### config.mk
export PLATFORM = sky130hd
export DESIGN_NAME = interval_timer_ctrl
export DESIGN_NICKNAME = d
export VERILOG_FILES = /design/src/rtl/timer_pkg.sv /design/src/rtl/up_counter_w.sv /design/src/rtl/interval_timer_ctrl.sv
export SDC_FILE = /design/constraint.sdc
export NUM_CORES = 1
export LEC_CHECK = 0
export ABC_AREA = 1
export CELL_PAD_IN_SITES_DETAIL_PLACEMENT = 1
export CELL_PAD_IN_SITES_GLOBAL_PLACEMENT = 2
export CORE_MARGIN = 2
export CORE_UTILIZATION = 28
export DETAILED_ROUTE_END_ITERATION = 8
export PLACE_DENSITY = 0.81
export SETUP_SLACK_MARGIN = 0.05
export SKIP_CTS_REPAIR_TIMING = 1
export SLEW_MARGIN = 20
export SYNTH_ARGS = -nofsm -noshare
export SYNTH_HDL_FRONTEND = slang
export SYNTH_SLANG_ARGS = --single-unit
### constraint.sdc
create_clock -name clk -period 4.5 [get_ports clk]
set_input_delay 0.9 -clock clk [delete_from_list [all_inputs] [get_ports clk]]
set_output_delay 0.9 -clock clk [all_outputs]
set_load 0.01 [all_outputs]
### src/rtl/timer_pkg.sv
// Shared types and defaults for the interval timer controller and its counter.
package timer_pkg;

  // Controller state: IDLE waits for configuration/start, RUN counts ticks.
  typedef enum logic {
    IDLE = 1'b0,
    RUN  = 1'b1
  } tmr_state_t;

  // Behaviour on terminal count: return to IDLE, or reload and keep running.
  typedef enum logic {
    ONE_SHOT = 1'b0,
    PERIODIC = 1'b1
  } tmr_mode_t;

  localparam int DEFAULT_W = 4;

endpackage

### src/rtl/up_counter_w.sv
// W-bit up-counter used as the timer datapath. A clear takes priority over
// an enable, so the controller can wrap the count on the same edge that
// would otherwise increment it.
module up_counter_w #(
  parameter int W = 4
) (
  input  logic         clk,
  input  logic         rst_n,
  input  logic         clr,
  input  logic         en,
  output logic [W-1:0] count
);

  // Clear wins over enable; otherwise advance by one when enabled.
  always_ff @(posedge clk or negedge rst_n) begin
    if (!rst_n) begin
      count <= '0;
    end else if (clr) begin
      count <= '0;
    end else if (en) begin
      count <= count + {{(W-1){1'b0}}, 1'b1};
    end
  end

endmodule

### src/rtl/interval_timer_ctrl.sv
// Programmable interval timer controller.
//
// Configuration handshake: a transfer happens on a rising edge where both
// cfg_valid and cfg_ready are high. cfg_ready is high only in IDLE, so the
// period and mode can never change underneath a running count. The offer
// may be held for any number of cycles; nothing is latched while
// cfg_ready is low.
//
// The counter counts 0..P-1 on cycles where tick_in is high. Reaching P-1
// with a tick wraps to 0, pulses expire for one cycle and sets the sticky
// irq. stop always wins over a coincident terminal count. busy mirrors the
// FSM state (1 = RUN) for external observation.
module interval_timer_ctrl
  import timer_pkg::*;
#(
  parameter int W = DEFAULT_W
) (
  input  logic         clk,
  input  logic         rst_n,
  input  logic         cfg_valid,
  output logic         cfg_ready,
  input  logic [W-1:0] cfg_period,
  input  logic         cfg_periodic,
  input  logic         start,
  input  logic         stop,
  input  logic         tick_in,
  input  logic         irq_clr,
  output logic         busy,
  output logic [W-1:0] count,
  output logic         expire,
  output logic         irq
);

  tmr_state_t   state;
  tmr_mode_t    mode;
  logic [W-1:0] period;
  logic [W-1:0] last;
  logic         cfg_fire;
  logic         run_entry;
  logic         terminal;
  logic         cnt_clr;
  logic         cnt_en;

  // Terminal value P-1 in W bits; P==0 never reaches RUN, so its wrap is moot.
  assign last = period - {{(W-1){1'b0}}, 1'b1};

  assign cfg_fire = cfg_valid & cfg_ready;

  // Start uses the period already latched, even if a new one lands this edge.
  assign run_entry = (state == IDLE) & start & ~stop & (period != '0);

  // A stop in the same cycle suppresses the terminal count entirely.
  assign terminal = (state == RUN) & tick_in & ~stop & (count == last);

  assign cnt_clr = run_entry | terminal;
  assign cnt_en  = busy & tick_in & ~stop;

  up_counter_w #(
    .W (W)
  ) u_counter (
    .clk   (clk),
    .rst_n (rst_n),
    .clr   (cnt_clr),
    .en    (cnt_en),
    .count (count)
  );

  // Controller FSM with registered busy/cfg_ready/expire outputs.
  always_ff @(posedge clk or negedge rst_n) begin
    if (!rst_n) begin
      state     <= IDLE;
      mode      <= ONE_SHOT;
      period    <= '0;
      busy      <= 1'b0;
      cfg_ready <= 1'b1;
      expire    <= 1'b0;
    end else begin
      expire <= terminal;
      case (state)
        IDLE: begin
          if (cfg_fire) begin
            period <= cfg_period;
            mode   <= tmr_mode_t'(cfg_periodic);
          end
          if (run_entry) begin
            state     <= RUN;
            busy      <= 1'b1;
            cfg_ready <= 1'b0;
          end
        end
        RUN: begin
          if (stop) begin
            state     <= IDLE;
            busy      <= 1'b0;
            cfg_ready <= 1'b1;
          end else if (terminal && (mode == ONE_SHOT)) begin
            state     <= IDLE;
            busy      <= 1'b0;
            cfg_ready <= 1'b1;
          end
        end
        default: begin
          state     <= IDLE;
          busy      <= 1'b0;
          cfg_ready <= 1'b1;
        end
      endcase
    end
  end

  // Sticky interrupt: a new expiry beats a simultaneous clear.
  always_ff @(posedge clk or negedge rst_n) begin
    if (!rst_n) begin
      irq <= 1'b0;
    end else if (terminal) begin
      irq <= 1'b1;
    end else if (irq_clr) begin
      irq <= 1'b0;
    end
  end

endmodule

Word level (Yosys, flattened, before mapping)
Index checks and enable logic that the tools add are counted.

Latch bits: 0. Input port bits: 12. Memories: 0. Output and inout bits: 8. RAM bits: 0. Bits in read-only memories: 0. Bits in registers: 14.

Bitwise operators: 13. Muxes and demuxes: 16. Reductions and logical operators: 6. Eq/ne operators: 3. $mul: 0. Add/sub/neg operators: 2. Shifts and indexed selects: 0. Div/mod/pow operators: 0. $lt $le $gt $ge: 0.

Operator list (count): $mux 1 (11); $and 1x1->1 (9); $mux 4 (2); $pmux 1 s2 (3); $add 4x1->4 const B (1); $eq 4x4->1 (1); $reduce_and 2->1 (2); $reduce_bool 2->1 (2); $reduce_bool 4->1 (1); $sub 4x1->4 const B (1); $ne 3x2->1 const B (1); $not 1->1 (3); $ne 2x2->1 const B (1); $logic_and 1x1->1 (1); $or 1x1->1 (1).

Depth between registers and ports, before layout
Depth in word-level cells: 7. Depth in mapped cells: 13. Gate-level depth less buffers: 13.

By module
Synthesis repeated with hierarchy kept, for this count alone.

Cells, all modules: 96. Area total of the unflattened synthesis: 752.0 µm².

Modules (own cells, without submodules): interval_timer_ctrl (area each 550.5 µm², instances 1, cells each 72, seq. area each 251.5 µm²); up_counter_w (area each 201.4 µm², instances 1, cells each 24, seq. area each 100.1 µm²).

Worst setup path before layout
No wires, ideal clock.

Path kind: input -> register. Start: input port tick_in. End: register busy. Data required time: 4.373 ns. Setup time: 0.127 ns. Arrival time: 1.518 ns. Stages on the path: 9. Path slack: 2.855 ns. Cell sequence: nand2_1 -> nor2_1 -> nand3_1 -> nor2_1 -> nand3_2 -> nand2_2 -> nand2_2 -> nand2_1 -> nand2_1.

Cells in the longest elaborated chain, start to end: 6.

Ends and longest elaborated chain: from (decl) (RTL line interval_timer_ctrl.sv:26) `input logic tick_in,`; $and 1x1->1 (3 in series) (RTL line interval_timer_ctrl.sv:53) `assign terminal = (state == RUN) & tick_in & ~stop & (count == last);`; $logic_and 1x1->1 (RTL line interval_timer_ctrl.sv:96) `end else if (terminal && (mode == ONE_SHOT)) begin`; $ne 3x2->1 (no source line); $reduce_and 2->1 (no source line); to (signal assigned) (RTL line interval_timer_ctrl.sv:94) `busy <= 1'b0;`; to (signal assigned) (RTL line interval_timer_ctrl.sv:98) `busy <= 1'b0;`; to (signal assigned) (RTL line interval_timer_ctrl.sv:104) `busy <= 1'b0;`; to (decl) (RTL line interval_timer_ctrl.sv:28) `output logic busy,`.

No other way between the ends. A chain may end at the register's enable or synchronous reset.

Worst setup path in the final report
Start: register cfg_ready. End: output port cfg_ready.

RTL lines: from (decl) (RTL line interval_timer_ctrl.sv:21) `output logic cfg_ready,`; from (signal assigned) (RTL line interval_timer_ctrl.sv:75) `cfg_ready <= 1'b1;`; from (signal assigned) (RTL line interval_timer_ctrl.sv:88) `cfg_ready <= 1'b0;`; from (signal assigned) (RTL line interval_timer_ctrl.sv:95) `cfg_ready <= 1'b1;`.

No word-level cell between the ends.

==> results.cfg <==
[timing]
rsz_0062_raised_after_global_routing = no
timing.final.max_slew_violations = 0
max-slew-margin-rel = 0.5691
finalWorstPathRequiredPeriod_ps = 2275
clock_skew_ps = 1.759
fin_setup_tns_ps = 0
report.final.setup_viol = 0
final.setup.worst_slack_ps = 2225
whs_ps = 486.1
final-hold-violation-count = 0
fmaxAchievable_ghz = 0.4396
transition_time_at_the_pin_with_the_least_slew_margin_ps = 644.4
min_period_over_period = 0.5055

[worst_setup_path]
critical_path.startpoint = cfg_ready$_DFFE_PN1P_
criticalPathCategory = flop to primary output
worst_path_max_delay_cell = dfstp_2
worst_path_dominant_cell_family = flip-flops
timing.critical_path.from_type = flop
cp_data_arrival_time_ps = 1370
timing.critical_path.to_type = primary output
worstReg2RegStart = period[0]$_DFFE_PN0P_
critical_path.cell_chain = clkdlybuf4s50_1
req_time_crit_path_ps = 3600
crit_path_max_fanout = 3
largest_stage_delay_worst_path_ps = 560
path_buf_inv = 1

[routing]
antenna_left = 0
detail_route.iter0.violations = 6
detail_route.wl_per_cell_um = 11.99
drcViolationCount = 0
via_count = 658
route.detailed.vias_per_inst = 4.538
wl_um = 1738
drt_pre_antenna_iters = 2

[pwr]
static-leakage-power_nw = 0.4994
p_clk_frac = 0.162
fin_total_pwr_mw = 0.4662
combinational_cell_fraction_of_total_power = 0.412
switching_share = 0.3844
power.net_switching_mw = 0.1792
vdd.ir_drop.worst_mv = 0.2219
power.sequential.fraction = 0.426
power_report.internal_total_mw = 0.2870
power-per-cell-area_mw_per_mm2 = 464.1

[die]
die_width_um = 55.78
rows = 18
ios = 20
fp.coreArea_sq_mm = 0.002500
die_h_um = 55.78
die_area_sq_mm = 0.003111
initial_utilization = 0.3003

[cts]
clock_path_buffers = 2
worstSkewPairLatency_ps = 270
cts_tree = yes
cts_buffers = 3
cts.htree.levels = 1
clock_sinks = 14
clk_transition_reported_paths_ps = 90
clock_tree.root_cell = clkbuf_4

[finish]
utilization_after_layout = 0.4019
count_of_antenna_diodes_in_the_layout = 0
area_added_between_synthesis_and_finish_pct = 33.83
finalNetCount = 130
fraction_of_layout_cells_with_a_size_suffix_above_1 = 0.1304

[synthesis]
synth_top_cells_by_area = dfrtp_1 43%, nand2_1 10%, inv_1 8.0%, nor2_1 6.5%, nand2_2 4.2%
async_flop_share = 1.000
synthDistinctLibCells = 17
post_synth.cell_area_avg_sq_um = 8.160
synth-edff-count = 0
post_synth_instance_area_sq_um = 750.7
yosys_most_used_dff = dfrtp_1
post-synth-top-area-fraction = 0.4333
synth.net_count = 106
yosys_warnings = 0
synth.ff_latch_count = 14
synth.top_cells.by_count = 21 x nand2_1, 16 x inv_1, 13 x dfrtp_1, 13 x nor2_1, 6 x nand3_1
syn-instance-count = 92
synth.yosys.seq_area_share = 0.4683
synth.largest_area_cell = dfrtp_1
post-synth-top-count-cell = nand2_1

[placed_design]
gp_congestion = 0.6740
dp_worst_setup_slack_ps = 2141
io_buffers = 19
hpwlAfterDp_um = 1428

[grt]
antenna_found_initial = 0
grt_use_total = 0.1257
grt_max_degree = 15
grt_first_pass_wirelength_um = 3070
grt_pass1_vias = 715
global_route.overflow_total = 0

[hold_path]
worst_hold_path_startpoint = cfg_ready$_DFFE_PN1P_
worst_hold_path_type = flop to flop

[job]
cap_viol_max_count = 0

[status]
status = complete, no violations
[flip-flops by register name (all words and copies together) (netlist names)]
name / count
expire: 1
u_counter.count: 4
state: 1
period: 4
busy: 1
irq: 1
cfg_ready: 1
mode: 1
[per-layer routing]
metal  GRT usage  share of wire
met1      0.1520           0.45
met2      0.2228           0.51
met3     0.02326          0.029
met4     0.04181         0.0069
met5           0              0
[power groups by stage]
stage               Combinational, mW  Sequential [mW]  Clock (mW)
CTS                             0.196            0.200      0.0806
detailed placement              0.195            0.203           0
global route                    0.223            0.204      0.0850
finish                          0.192            0.199      0.0757
floorplan                       0.122            0.198           0
global placement                0.185            0.200           0
[final cells by class]
class / count / area, sq um
clock buffers: 4 / 26.28
fillers: 310 / 1495
inverters: 16 / 60.06
multi-input cells: 62 / 339.1
flip-flops and latches: 14 / 351.6
well taps: 30 / 37.54
repair buffers: 19 / 190.2
[final timing paths]
kind | end | slack [ps] | cells past startpoint
setup reg to reg | u_counter.count[3]$_DFFE_PN0P_ | 2820 | 10
min in group asynchronous | u_counter.count[1]$_DFFE_PN0P_ | 1010 | 1
hold reg to reg | cfg_ready$_DFFE_PN1P_ | 490 | 2
hold / removal | cfg_ready$_DFFE_PN1P_ | 490 | 2
max in group asynchronous | period[3]$_DFFE_PN0P_ | 3070 | 1
setup / recovery | cfg_ready | 2230 | 1
[stage by stage]
stage,area [sq um],instances
4_1_cts,1005,145
5_1_grt,1005,145
3_3_place_gp,978.4,141
3_5_place_dp,978.4,141
2_1_floorplan,750.7,92
6_report,1005,145
[kinds of logic (layout without fill, tap and decap cells)]
logic type,after synthesis,in the layout,share of synthesized area
mux,1,1,0.01500
xor+xnor,4,4,0.04668
compound gates,7,7,0.06499
flops,14,14,0.4683
fa+ha+maj,2,2,0.03333
simple gates,48,48,0.2917
buf+inv,16,39,0.08000
[cell usage in the layout (no fill, tap or decap), types with 2 or more instances in the layout]
cell | synthesis | final
inv_1 | 16 | 16
nand2_2 | 5 | 5
nand2_1 | 21 | 21
xor2_1 | 3 | 3
nand3_1 | 6 | 6
ha_1 | 2 | 2
nand3_2 | 2 | 2
a21oi_1 | 4 | 4
clkbuf_4 | 0 | 3
clkdlybuf4s50_1 | 0 | 19
dfrtp_1 | 13 | 13
nor2_1 | 13 | 13
No activity file was read; power rests on OpenSTA's default activity.
